[src/rtl/imem_pkg.sv]
// Shared constants, fault codes and controller states for the instruction memory pipe.
package imem_pkg;

  localparam logic [31:0] NOP_WORD = 32'h0000_0013;
  localparam int          RSP_W    = 66;

  localparam logic [1:0] FAULT_OK       = 2'b00;
  localparam logic [1:0] FAULT_MISALIGN = 2'b01;
  localparam logic [1:0] FAULT_RANGE    = 2'b10;

  typedef enum logic {
    ST_INIT = 1'b0,
    ST_RUN  = 1'b1
  } imem_state_e;

  // Misalignment wins over range so a bad low address never looks like a valid word.
  function automatic logic [1:0] addr_fault(input logic [31:0] addr, input logic [29:0] depth);
    if (addr[1:0] != 2'b00)
      return FAULT_MISALIGN;
    else if (addr[31:2] >= depth)
      return FAULT_RANGE;
    else
      return FAULT_OK;
  endfunction

endpackage

[src/rtl/imem_rsp_fifo.sv]
// Response buffer: register-based FIFO with occupancy count and non-registered read port.
module imem_rsp_fifo
  import imem_pkg::*;
#(
  parameter int WIDTH = RSP_W,
  parameter int DEPTH = 3
) (
  input  logic                         clk,
  input  logic                         rst_n,
  input  logic                         push,
  input  logic [WIDTH-1:0]             wdata,
  input  logic                         pop,
  output logic [WIDTH-1:0]             rdata,
  output logic                         empty,
  output logic [$clog2(DEPTH+1)-1:0]   count
);

  localparam int PW = $clog2(DEPTH);
  localparam int CW = $clog2(DEPTH + 1);
  localparam logic [PW-1:0] LAST_PTR = PW'(DEPTH - 1);

  logic [WIDTH-1:0] mem [DEPTH];
  logic [PW-1:0]    wr_ptr;
  logic [PW-1:0]    rd_ptr;
  logic             do_push;
  logic             do_pop;

  assign empty   = (count == '0);
  assign do_push = push && (count != CW'(DEPTH));
  assign do_pop  = pop && !empty;
  assign rdata   = mem[rd_ptr];

  always_ff @(posedge clk or negedge rst_n) begin
    if (!rst_n) begin
      wr_ptr <= '0;
      rd_ptr <= '0;
      count  <= '0;
    end else begin
      if (do_push) wr_ptr <= (wr_ptr == LAST_PTR) ? '0 : wr_ptr + 1'b1;
      if (do_pop)  rd_ptr <= (rd_ptr == LAST_PTR) ? '0 : rd_ptr + 1'b1;
      case ({do_push, do_pop})
        2'b10:   count <= count + 1'b1;
        2'b01:   count <= count - 1'b1;
        default: count <= count;
      endcase
    end
  end

  always_ff @(posedge clk) begin
    if (do_push) mem[wr_ptr] <= wdata;
  end

endmodule

[src/rtl/instrmem_pipe.sv]
// Instruction memory with NOP fill after reset, program-load port and buffered fetch responses.
//   state   | meaning
//   ST_INIT | writing NOP_INSTR into word init_cnt, no fetches or program writes accepted
//   ST_RUN  | fill complete, fetch and program-load ports active
module instrmem_pipe
  import imem_pkg::*;
#(
  parameter int          MEM_DEPTH = 64,
  parameter int          RSP_DEPTH = 3,
  parameter logic [31:0] NOP_INSTR = NOP_WORD
) (
  input  logic        clk,
  input  logic        rst_n,
  input  logic        req_valid,
  output logic        req_ready,
  input  logic [31:0] req_addr,
  output logic        rsp_valid,
  input  logic        rsp_ready,
  output logic [31:0] rsp_data,
  output logic [31:0] rsp_addr,
  output logic [1:0]  rsp_fault,
  input  logic        prog_we,
  input  logic [31:0] prog_addr,
  input  logic [31:0] prog_data,
  output logic        init_done
);

  localparam int AW = $clog2(MEM_DEPTH);
  localparam int CW = $clog2(RSP_DEPTH + 1);
  localparam logic [29:0]   DEPTH_W  = 30'(MEM_DEPTH);
  localparam logic [AW-1:0] LAST_IDX = AW'(MEM_DEPTH - 1);

  imem_state_e   state_q, state_d;
  logic [AW-1:0] init_cnt;
  logic [31:0]   mem [MEM_DEPTH];

  logic          req_fire;
  logic [1:0]    req_fault;
  logic          prog_ok;
  logic          mem_we;
  logic [AW-1:0] mem_widx;
  logic [31:0]   mem_wdata;

  logic          s1_valid;
  logic [31:0]   s1_data;
  logic [31:0]   s1_addr;
  logic [1:0]    s1_fault;

  logic [RSP_W-1:0] fifo_rdata;
  logic             fifo_empty;
  logic [CW-1:0]    fifo_count;
  logic [CW:0]      occupancy;

  always_ff @(posedge clk or negedge rst_n) begin
    if (!rst_n) begin
      state_q  <= ST_INIT;
      init_cnt <= '0;
    end else begin
      state_q <= state_d;
      if (state_q == ST_INIT)
        init_cnt <= (init_cnt == LAST_IDX) ? '0 : init_cnt + 1'b1;
    end
  end

  always_comb begin
    state_d = state_q;
    if (state_q == ST_INIT && init_cnt == LAST_IDX)
      state_d = ST_RUN;
  end

  assign init_done = (state_q == ST_RUN);
  assign req_fault = addr_fault(req_addr, DEPTH_W);
  assign prog_ok   = init_done && prog_we && (addr_fault(prog_addr, DEPTH_W) == FAULT_OK);

  // Readiness only looks at registered occupancy, so rsp_ready never reaches req_ready.
  assign occupancy = {1'b0, fifo_count} + {{CW{1'b0}}, s1_valid};
  assign req_ready = init_done && (occupancy < (CW+1)'(RSP_DEPTH));
  assign req_fire  = req_valid && req_ready;

  always_comb begin
    mem_we    = 1'b0;
    mem_widx  = '0;
    mem_wdata = NOP_INSTR;
    if (state_q == ST_INIT) begin
      mem_we   = 1'b1;
      mem_widx = init_cnt;
    end else if (prog_ok) begin
      mem_we    = 1'b1;
      mem_widx  = prog_addr[AW+1:2];
      mem_wdata = prog_data;
    end
  end

  always_ff @(posedge clk) begin
    if (mem_we) mem[mem_widx] <= mem_wdata;
  end

  // Separate read process gives read-first behaviour on a same-word collision.
  always_ff @(posedge clk) begin
    if (req_fire) begin
      s1_data  <= (req_fault == FAULT_OK) ? mem[req_addr[AW+1:2]] : NOP_INSTR;
      s1_addr  <= req_addr;
      s1_fault <= req_fault;
    end
  end

  always_ff @(posedge clk or negedge rst_n) begin
    if (!rst_n) s1_valid <= 1'b0;
    else        s1_valid <= req_fire;
  end

  imem_rsp_fifo #(
    .WIDTH (RSP_W),
    .DEPTH (RSP_DEPTH)
  ) u_rsp_fifo (
    .clk   (clk),
    .rst_n (rst_n),
    .push  (s1_valid),
    .wdata ({s1_fault, s1_addr, s1_data}),
    .pop   (rsp_ready),
    .rdata (fifo_rdata),
    .empty (fifo_empty),
    .count (fifo_count)
  );

  assign rsp_valid = !fifo_empty;
  assign rsp_data  = fifo_empty ? NOP_INSTR : fifo_rdata[31:0];
  assign rsp_addr  = fifo_empty ? 32'h0     : fifo_rdata[63:32];
  assign rsp_fault = fifo_empty ? FAULT_OK  : fifo_rdata[65:64];

endmodule

[config.mk]
export PLATFORM = sky130hd
export DESIGN_NAME = instrmem_pipe
export DESIGN_NICKNAME = d
export VERILOG_FILES = /design/src/rtl/imem_pkg.sv /design/src/rtl/imem_rsp_fifo.sv /design/src/rtl/instrmem_pipe.sv
export SDC_FILE = /design/constraint.sdc
export NUM_CORES = 2
export LEC_CHECK = 0
export ABC_AREA = 1
export CAP_MARGIN = 20
export CORE_MARGIN = 4
export CORE_UTILIZATION = 35
export DETAILED_ROUTE_END_ITERATION = 7
export GPL_TIMING_DRIVEN = 0
export PLACE_DENSITY = 0.62
export SYNTH_ARGS = -nofsm -noshare
export SYNTH_HDL_FRONTEND = slang
export SYNTH_SLANG_ARGS = --single-unit
[constraint.sdc]
create_clock -name clk -period 4.9 [get_ports clk]
set_clock_uncertainty 0.15 [all_clocks]
set_input_delay 0.98 -clock clk [delete_from_list [all_inputs] [get_ports clk]]
set_output_delay 0.98 -clock clk [all_outputs]
set_load 0.05 [all_outputs]
==> impl_metrics.toml <==
[status]
status = "finished, violations left"
violations = "setup timing"

[worst_hold_path]
worstHoldPathType = "flip-flop to flip-flop"
whs_path_depth = 0
hold_end = "u_rsp_fifo.mem[2][47]$_DFFE_PP_"
worstHoldStart = "s1_addr[15]$_DFFE_PP_"

[layout]
nets = 8286
stdcell_count = 11887
final_cell_mix = "2,432 x nand2_1, 2,312 x edfxtp_1, 1,858 x nand3_1, 244 x buf_2, 221 x clkbuf_16"
utilization_pct = 41.6
drive_above_1_share_pct = 10.2
final_cell_area_um2 = 110000
multi_input_area_um2 = 21100
syn2layout_area_growth_pct = 17.8
final_common_cell = "nand2_1"
fill_cells = 24296
regArea_um2 = 69800

[setup_path]
cp_max_fo = 17
worst_path_largest_cell_delay_ps = 1260
r2r_start = "init_done$_DFFE_PN0P_"
crit_chain = "clkdlybuf4s50_1 -> nor2_1 -> nand2_1 -> nor2_1 -> nand2_1 -> nor2_2 -> a21oi_1 -> nand3_1 -> nor2_4 -> buf_16"
end_kind = "flip-flop"
cpLargestDelayFamily = "simple AND/OR/NAND/NOR gates"
rrSetupSlack_ps = 30
cpMaxStageDelayCell = "nand3_1"
cp.arrival_ps = 5420
worst_setup_path_start_kind = "input pin"
reg2reg_depth = 10
reg2reg_to = "mem[54][19]$_DFFE_PP_"
crit_buf_inv = 2
cp.required_ps = 5310
critical_path_class = "input pin to flip-flop"

[detailed_routing]
wl_um = 331000
vias = 66003
post_drt_via_cell_ratio = 5.55
drc = 0
drt_pass1_iterations = 8
ant_nets = 0
drtIter0Drc = 10294
wire_per_inst_um = 27.8

[grt]
grt_pass1_wl_um = 457000
track_usage_pct = 23.5
grt_max_degree = 47
antenna_found_initial = 28
grt_overflow_total = 0
grt_pass1_vias = 61009

[timing]
maxSlewHeadroom_pct = 13.7
maxSlewViolCount = 0
postLayoutSetupSlackWorst_ps = -108
timing.final.hold_violations = 0
finalCriticalPeriod_ps = 5010
rsz0062_at_grt = "no"
period_share_pct = 102
fmax_mhz = 200
setup_viol = 17
worst_pin_slew_ps = 1290

[synth]
synth-seq-cells = 2326
syn_inst = 7653
yosysSeqAreaShare_pct = 75.0
ys_warn_count = 0
synth_flop_cell = "edfxtp_1"
synth_area_leader_cell = "edfxtp_1"
synth_area_um2 = 93000
synth_top_cells_by_area = "edfxtp_1 75%, nand3_1 10%, nand2_1 9.8%, buf_2 1.3%, nor2_1 1.1%"
synth_cell_types = 30
syn_nets = 7758
async_flop_share_pct = 0.602
synth_largest_type_area_fraction_pct = 74.7
synth_edf_count = 2312
syn_avg_cell_area_um2 = 12.1

[place]
numPortBuffers = 169
place_area_um2 = 103000
gp_congestion = 1.06
dp_slack_ps = -680
dp_cells = 11471
dpl.hpwl_um = 227000

[power]
p_sw_share_pct = 27.1
power_density_nw_per_um2 = 405
comb_power_share_pct = 13.7
power_switching_uw = 12000
power.leakage_uw = 0.0370
p_int_uw = 32300
ir_drop_mv = 0.854
clkPwrFrac_pct = 37.6
seq_power_share_pct = 48.6

[run]
drv_cap = 0

[die]
dieArea_um2 = 274000
pin_count = 170
row_count = 188
die_h_um = 523
die_w_um = 523
core-area_um2 = 263000
start_util_pct = 35.3

[clocking]
cts_buffers = 220
cts_buffer_depth = 3
ctsRootBufferMaster = "clkbuf_16"
cts_max_level = 4
path_clk_slew_ps = 70
clkLatencyLatePin_ps = 880
cts_tree = "done"
numClockSinks = 2326
state kept, by name, indices dropped and copies added, names as in the netlist:
signal	flops
u_rsp_fifo.count	2
s1_fault	2
mem	2048
u_rsp_fifo.wr_ptr	2
s1_addr	32
init_done	1
s1_valid	1
u_rsp_fifo.rd_ptr	2
s1_data	32
init_cnt	6
u_rsp_fifo.mem	198
through the flow:
step                hold WS (ps)  total power, uW  TNS (ps)
detailed placement           305            28000   -322280
global placement             292            28000         -
global route                 319            45600         0
finish                       311            44300     -1650
CTS                          297            44300         0
floorplan                    290            25600         0
kinds of logic after synthesis:
kind of cell               count (synthesis)  share of synthesized area (%)
buffers and inverters                    610                           3.09
xor gates and xnor gates                   3                         0.0283
adders and majority gates                  4                         0.0538
and+or+nand+nor                         4583                           21.1
AOI/OAI and AO/OA                        127                          0.727
DFF                                     2326                           75.0
cell usage after synthesis (2+ instances only):
cell      count
nand2_1    2432
edfxtp_1   2312
nand3_1    1858
nor2_1      275
buf_2       243
inv_1       126
clkbuf_1    123
o21ai_0      57
buf_4        55
buf_1        50
a21oi_1      37
o22ai_1      28
dfrtp_1      14
buf_6         9
nor3_1        5
ha_1          4
or2_2         4
nand3_2       3
o21ai_1       3
inv_2         2
nand4_1       2
nor4_1        2
xnor2_1       2
worst reg2reg max path: cells and delay by family, from the launching register on:
family                 cells  cell delay, ps
AND/OR/NAND/NOR            7            2780
AO/OA/AOI/OAI              1             930
flip-flops                 1             410
buffers and inverters      2             300
power groups by stage:
stage / clock network, uW / registers, uW / logic, uW
3_5_place_dp: 0 / 22000 / 6000
4_1_cts: 16800 / 21600 / 6020
3_3_place_gp: 0 / 22000 / 5960
2_1_floorplan: 0 / 22000 / 3640
5_1_grt: 17600 / 21600 / 6460
6_report: 16700 / 21600 / 6080
routing by layer:
layer	routed length [um]	up-vias	global-route usage, %
li1	-	28136	-
met1	126000	32616	31.5
met2	147000	4430	36.0
met3	39300	809	5.67
met4	17900	12	11.0
met5	68	-	0
cell type report:
cell class                 count  area share [%]
antenna                       13          0.0297
sequential                  2326            63.7
inverter                     130           0.448
multi-input combinational   4717            19.2
clock buffer                 273            5.23
buffer                       480            2.18
tap                         3515            4.01
clock inverter               127            1.07
timing repair buffer         306            4.12
how the worst max path moves through the flow:
stage / from / endpoint / cells after the start
detailed placement: prog_addr[0] / mem[54][23]$_DFFE_PP_ / 10
global route: u_rsp_fifo.count[0]$_DFFE_PN0P_ / rsp_data[18] / 7
finish: prog_addr[0] / mem[54][19]$_DFFE_PP_ / 10
CTS: u_rsp_fifo.rd_ptr[1]$_DFFE_PN0P_ / rsp_data[13] / 9
floorplan: init_done$_DFFE_PN0P_ / s1_addr[0]$_DFFE_PP_ / 4
global placement: prog_we / mem[32][29]$_DFFE_PP_ / 10
what timing repair did:
item,4_1_cts,5_1_grt
buffers inserted,0,0
cloned,0,0
endpoints found under the setup margin,2,9
hold buffers,0,0
gates resized for setup,2,4
Power figures use the tool's default switching activity.
